<file path="src/rtl/key_debouncer.sv">
// Three-button debouncer: 2-flop synchronizers, per-button millisecond debounce counters,
// and a one-cycle registered press code with U > L > R priority.
module key_debouncer #(
   parameter int unsigned DEBOUNCE_MS = 20
) (
   input  logic       clk,
   input  logic       rst,
   input  logic       one_ms_tick,
   input  logic       btnU,
   input  logic       btnL,
   input  logic       btnR,
   output logic [1:0] key_code
);

   localparam logic [7:0] LAST_CNT = 8'(DEBOUNCE_MS - 1);

   // Bit 2 = up, bit 1 = left, bit 0 = right.
   logic [2:0] raw;
   logic [2:0] sync1_q, sync2_q;
   logic [2:0] stable_q, stable_d;
   logic [2:0] press;
   logic [7:0] cnt_q [3];
   logic [7:0] cnt_d [3];
   logic [1:0] code_d;

   assign raw = {btnU, btnL, btnR};

   always_comb begin
      stable_d = stable_q;
      for (int i = 0; i < 3; i++) begin
         cnt_d[i] = cnt_q[i];
         if (sync2_q[i] == stable_q[i]) begin
            cnt_d[i] = 8'd0;
         end else if (one_ms_tick) begin
            // Terminal tick: adopt the new level and restart, so the count never wraps.
            if (cnt_q[i] >= LAST_CNT) begin
               stable_d[i] = sync2_q[i];
               cnt_d[i]    = 8'd0;
            end else begin
               cnt_d[i] = cnt_q[i] + 8'd1;
            end
         end
      end

      press = stable_d & ~stable_q;

      if (press[2]) begin
         code_d = 2'b01;
      end else if (press[1]) begin
         code_d = 2'b10;
      end else if (press[0]) begin
         code_d = 2'b11;
      end else begin
         code_d = 2'b00;
      end
   end

   always_ff @(posedge clk or posedge rst) begin
      if (rst) begin
         sync1_q  <= 3'b000;
         sync2_q  <= 3'b000;
         stable_q <= 3'b000;
         key_code <= 2'b00;
         for (int i = 0; i < 3; i++) begin
            cnt_q[i] <= 8'd0;
         end
      end else begin
         sync1_q  <= raw;
         sync2_q  <= sync1_q;
         stable_q <= stable_d;
         key_code <= code_d;
         for (int i = 0; i < 3; i++) begin
            cnt_q[i] <= cnt_d[i];
         end
      end
   end

endmodule

</file>
<file path="config.mk">
export PLATFORM = sky130hd
export DESIGN_NAME = key_debouncer
export DESIGN_NICKNAME = d
export VERILOG_FILES = /design/src/rtl/key_debouncer.sv
export SDC_FILE = /design/constraint.sdc
export NUM_CORES = 1
export LEC_CHECK = 0
export BUFFER_PORTS_ARGS = -buffer_cell sky130_fd_sc_hd__clkbuf_2
export CAP_MARGIN = 20
export CORE_MARGIN = 5
export CORE_UTILIZATION = 45
export DETAILED_ROUTE_END_ITERATION = 12
export GPL_TIMING_DRIVEN = 0
export PLACE_DENSITY = 0.68
export SYNTH_ARGS = -nofsm -noshare
export SYNTH_HDL_FRONTEND = slang
export SYNTH_SLANG_ARGS = --single-unit
</file>
<file path="constraint.sdc">
create_clock -name clk -period 1.6 [get_ports clk]
set_input_delay 0.08 -clock clk [delete_from_list [all_inputs] [get_ports clk]]
set_output_delay 0.08 -clock clk [all_outputs]
set_load 0.01 [all_outputs]
</file>
Word level (Yosys, flattened, before mapping)
Cells that the tools add are included.

operators by class
  add/subtract/negate cells = 3
  $lt $le $gt $ge = 3
  equal/unequal tests = 3
  muxes and demuxes = 21
  bitwise gates (word level) = 2
  reductions and logical operators = 3

operators by type and width
  kind                   number
  $mux W8                9
  $add A8 B1 Y8 const B  3
  $ge A8 B5 Y1 const B   3
  $mux W1                9
  $mux W2                3
  $reduce_bool A2 Y1     3
  $and A3 B3 Y3          1
  $eq A1 B1 Y1           3
  $not A3 Y3             1

storage, ports and cells
  register bits after elaboration = 35
  bits of input ports = 6
  output and inout bits = 2
  logic and storage cells = 42

Logic depth before layout (Yosys ltp)
  word-level depth = 8
  gate-level depth with buffers = 5
  mapped depth without buffers = 4

Least setup slack after synthesis
No wires, ideal clock.

  path kind = flip-flop to flip-flop
  start point = reg cnt_q[0] (netlist name)
  end point = reg stable_q[2]
  library setup time = 0.125 ns
  data arrival time = 1.526 ns
  required time = 1.475 ns
  path slack = -0.051 ns
  stages on the path, launching flop included = 5
  period minus slack after synthesis = 1.651 ns
  cells stage by stage = dfrtp_1 > ha_1 > o31a_1 > o21ai_0 > mux2_2

on the way
  word-level cells in the longest chain between the ends = 4

RTL lines
  item                             RTL line  text
  start, declared                  22        logic [7:0] cnt_q [3];
  start signal, assigned by index  73        cnt_q[i] <= cnt_d[i];
  $ge A8 B5 Y1                     36        if (cnt_q[i] >= LAST_CNT) begin
  $mux W1                          36
  $mux W1                          34        end else if (one_ms_tick) begin
  $mux W1                          32        if (sync2_q[i] == stable_q[i]) begin
  named net stable_d[2]            20        logic [2:0] stable_q, stable_d;
  end signal, assigned             70        stable_q <= stable_d;
  end, declared                    20

The timed path passes the listed nets, and every way through them passes these cells.
A chain may end at the register's enable or synchronous reset.

Worst setup path in the final report
  start point = reg cnt_q[1] (netlist name)
  end point = reg stable_q[2]

The elaborated chain is that of the path after synthesis.

==> out/qor.txt <==
DIE
------------------------------------------------------------------------------
Core Rows                                                                   21
Die X-Extent                                                           70.0 um
Core region area                                                  0.00342 mm^2
Die Span Y                                                             70.0 um
Die area                                                          0.00490 mm^2
Starting utilization of the core area                                    47.4%
Number of placed I/O pins                                                    8

CRITICAL PATH
------------------------------------------------------------------------------
Highest-delay cell along the critical path                        sky130_fd_sc_hd__dfrtp_1
Arrival time of the worst setup path                                   1.80 ns
Critical setup path kind                                          flop to flop
Kind of end point of the critical path                                    flop
Worst path bufs/invs                                                         0
List of cells traversed by the critical path                      ha_4 -> o31a_1 -> o21ai_2 -> mux2_2
Max FO, Critical Path                                                        5
Max stage delay on crit path                                           0.44 ns
Startpoint kind of the worst setup timing path                            flop
Gate family responsible for the most delay along the worst path   compound AO/OA/AOI/OAI gates
Endpoint required time on the critical path                            1.82 ns

ROUTE
------------------------------------------------------------------------------
Number of antenna-violating nets in the routed design                        0
Routed length per instance                                             14.4 um
Final wirelength                                                       3.17 mm
Vias                                                                     1,197
Iteration count of the initial detailed-routing pass                         4
Ratio of routed vias to standard cells                                    5.44
Residual DRC                                                                 0
Drt initial violations                                                      44

GLOBAL ROUTING
------------------------------------------------------------------------------
Overall global routing resource usage                                    14.4%
Global-route wire length before repair                                 5.65 mm
Pin count of the biggest net entering global routing                        24
Antenna violations before repair                                             0
Grt ovf                                                                      0
Via count of the first global-routing pass                               1,223

CLOCKING
------------------------------------------------------------------------------
Clock transition at the registers of the reported paths                0.11 ns
Level count of the clock H-tree                                              2
Clock tree root buffer cell                                       sky130_fd_sc_hd__clkbuf_4
# clock sinks                                                               35
Cts bufs inserted                                                            5
Buffer levels on the longest clock path                                      2
TritonCTS clock tree                                                     built
Skew-Pair Late Insertion Delay                                         0.33 ns

STA
------------------------------------------------------------------------------
Final Max Tran Viols                                                         0
Fraction of the cycle the final worst path needs                         98.6%
Measured slew at the worst slew-check pin                             0.560 ns
Setup Viol. Count Final                                                      0
Post-layout minimum cycle time                                         1.58 ns
Maximum clock frequency                                                634 MHz
Worst path setup slack after routing                                 0.0221 ns
Final clock skew                                                    0.00984 ns
Number of failing hold endpoints at the final stage                          0
Slew HR                                                                  62.7%

POWER AND IR DROP
------------------------------------------------------------------------------
Post-layout total power                                              0.00150 W
Share of power burned in the clock network                               30.2%
Relative contribution of combinational cells to total power               8.4%
Maximum vdd ir drop                                                 0.000574 V
Switching share of power                                                 24.7%
Static leakage                                                        0.831 nW
Sequential fraction of design power                                      61.4%
Internal power                                                       0.00113 W
Areal power density over the cells                                 772 mW/mm^2
Switch Pwr                                                          0.000370 W

JOB
------------------------------------------------------------------------------
Max-cap violation count                                                      0

LAYOUT
------------------------------------------------------------------------------
Share of layout cells above drive strength 1                             22.4%
Layout filler cell count                                                   301
Final instance area                                               0.00194 mm^2
Synthesis-to-finish area growth                                          19.9%
Total number of nets in the final design                                   182
Layout Cells excl Fill                                                     220
Diode count                                                                  0

PLACEMENT
------------------------------------------------------------------------------
# placed instances                                                         201
Post-place instance area                                          0.00174 mm^2
Worst slack at placement                                            -0.0888 ns
GP Congestion                                                            0.881
Port-buffer cells                                                            7
Half-perimeter wire length after placement                             2.20 mm

LOGIC SYNTHESIS
------------------------------------------------------------------------------
Post-synthesis average cell area                                     11.0 um^2
Yosys warning total                                                          0
Flops & latches, synth                                                      35
Total nets after synthesis                                                 156
Post-synth cell types                                                       39
Number of synthesized flops with an enable pin                               0
Count of mapped cells out of synthesis                                     147
Primary flip-flop cell chosen by synthesis mapping                sky130_fd_sc_hd__dfrtp_1
Syn Std Cell Area                                                 0.00162 mm^2
Ys async rst share                                                        100%
Post-synthesis sequential area ratio                                     54.1%

STATUS
------------------------------------------------------------------------------
Run status                                                           completed

MIN PATH
------------------------------------------------------------------------------
Type of the worst min-delay path                                  input port to flop

==> power groups by stage <==
| stage | registers, W | logic [W] | clock network, W |
|---|---|---|---|
| 3_5_place_dp | 0.000936 | 0.000103 | 0 |
| 4_1_cts | 0.000918 | 0.000118 | 0.000471 |
| 5_1_grt | 0.000923 | 0.000143 | 0.000516 |
| 6_report | 0.000920 | 0.000125 | 0.000453 |
| 3_3_place_gp | 0.000935 | 0.0000901 | 0 |
| 2_1_floorplan | 0.000933 | 0.0000685 | 0 |
==> repair_timing <==
item / in CTS / in global routing
endpoints found under the hold margin: 15 / 0
hold buffers: 4 / 0
setup buffers: 2 / 5
setup endpoints to repair: 7 / 6
cloned: 0 / 0
pin swaps: 0 / 4
gates resized for setup: 6 / 7
==> metrics by stage <==
step	hold WS [ns]	utilization [%]	TNS (ns)
5_1_grt	0.233	56.8	-0.00673
4_1_cts	0.200	54.7	-0.0195
3_3_place_gp	0.189	50.1	-0.131
3_5_place_dp	0.143	50.9	-0.188
6_report	0.223	56.8	0
2_1_floorplan	0.111	-	0
==> logic make-up (layout without fill, tap and decap cells) <==
| family | count (synthesis) | in the layout | synth area share, % |
|---|---|---|---|
| compound gates | 42 | 42 | 18.7 |
| xor+xnor | 8 | 8 | 4.33 |
| fa+ha+maj | 3 | 3 | 2.32 |
| buf+inv | 12 | 39 | 3.40 |
| flops | 35 | 35 | 54.1 |
| mux | 3 | 3 | 2.09 |
| simple gates | 44 | 44 | 15.1 |
==> cell usage after synthesis (3+ instances only) <==
| cell | instances | share of area, % |
|---|---|---|
| sky130_fd_sc_hd__a2111o_1 | 4 | 2.8 |
| sky130_fd_sc_hd__nand4_1 | 3 | 1.2 |
| sky130_fd_sc_hd__dfrtp_1 | 35 | 54 |
| sky130_fd_sc_hd__nor3_1 | 3 | 0.93 |
| sky130_fd_sc_hd__ha_1 | 3 | 2.3 |
| sky130_fd_sc_hd__xor2_1 | 3 | 1.6 |
| sky130_fd_sc_hd__nand2_1 | 16 | 3.7 |
| sky130_fd_sc_hd__a21oi_1 | 12 | 3.7 |
| sky130_fd_sc_hd__xnor2_1 | 5 | 2.7 |
| sky130_fd_sc_hd__inv_1 | 8 | 1.9 |
| sky130_fd_sc_hd__mux2_2 | 3 | 2.1 |
| sky130_fd_sc_hd__and2_1 | 3 | 1.2 |
| sky130_fd_sc_hd__clkbuf_1 | 3 | 0.70 |
| sky130_fd_sc_hd__and3_1 | 4 | 1.5 |
| sky130_fd_sc_hd__nor2_1 | 3 | 0.70 |
| sky130_fd_sc_hd__o21ai_0 | 6 | 1.9 |
==> cell usage in the layout, fill, tap and decap left out, types with 5 or more instances in the layout <==
cell type                  count
sky130_fd_sc_hd__clkbuf_4      5
sky130_fd_sc_hd__clkbuf_2      7
sky130_fd_sc_hd__a21oi_1      10
sky130_fd_sc_hd__buf_4         7
sky130_fd_sc_hd__inv_1         8
sky130_fd_sc_hd__nand2_1      16
sky130_fd_sc_hd__xnor2_1       5
sky130_fd_sc_hd__clkbuf_1      5
sky130_fd_sc_hd__dfrtp_1      35
==> final cells by class <==
| class | instances | area, um^2 | share of cell area, % |
|---|---|---|---|
| clock inverters | 1 | 5.00 | 0.258 |
| well taps | 46 | 57.6 | 2.96 |
| repair buffers | 19 | 155 | 7.99 |
| plain buffers | 4 | 25.0 | 1.29 |
| inverters | 8 | 30.0 | 1.55 |
| flip-flops and latches | 35 | 876 | 45.1 |
| multi-input cells | 100 | 748 | 38.5 |
| clock buffers | 7 | 45.0 | 2.32 |
==> layer usage <==
metal  share of wire [%]  vias up  track usage, %
met5                   0        -               0
met4                 1.7        0            6.38
met3                 3.9        6            4.16
met2                  49       26            23.0
met1                  45      567            17.9
li1                    -      598               -
==> sequential cells by signal (all words and copies together) (netlist names) <==
| register | flops |
|---|---|
| cnt_q | 24 |
| key_code | 2 |
| sync2_q | 3 |
| stable_q | 3 |
| sync1_q | 3 |
==> final timing paths <==
kind | slack (ns) | start | to | depth (start not counted)
hold / removal | 0.22 | one_ms_tick | cnt_q[0] | 4
hold reg to reg | 0.36 | sync1_q[0] | sync2_q[0] | 0
setup reg to reg | 0.02 | cnt_q[1] | stable_q[2] | 4
max in group asynchronous | 0.77 | rst | key_code[1] | 4
setup / recovery | 0.02 | cnt_q[1] | stable_q[2] | 4
min in group asynchronous | 0.32 | rst | stable_q[0] | 3
==> worst reg2reg max path, stage by stage, from the launching register on <==
cell	delay, ns
sky130_fd_sc_hd__dfrtp_1	0.44
sky130_fd_sc_hd__ha_4	0.19
sky130_fd_sc_hd__o31a_1	0.27
sky130_fd_sc_hd__o21ai_2	0.20
sky130_fd_sc_hd__mux2_2	0.36
No activity file was read; power rests on OpenSTA's default activity.
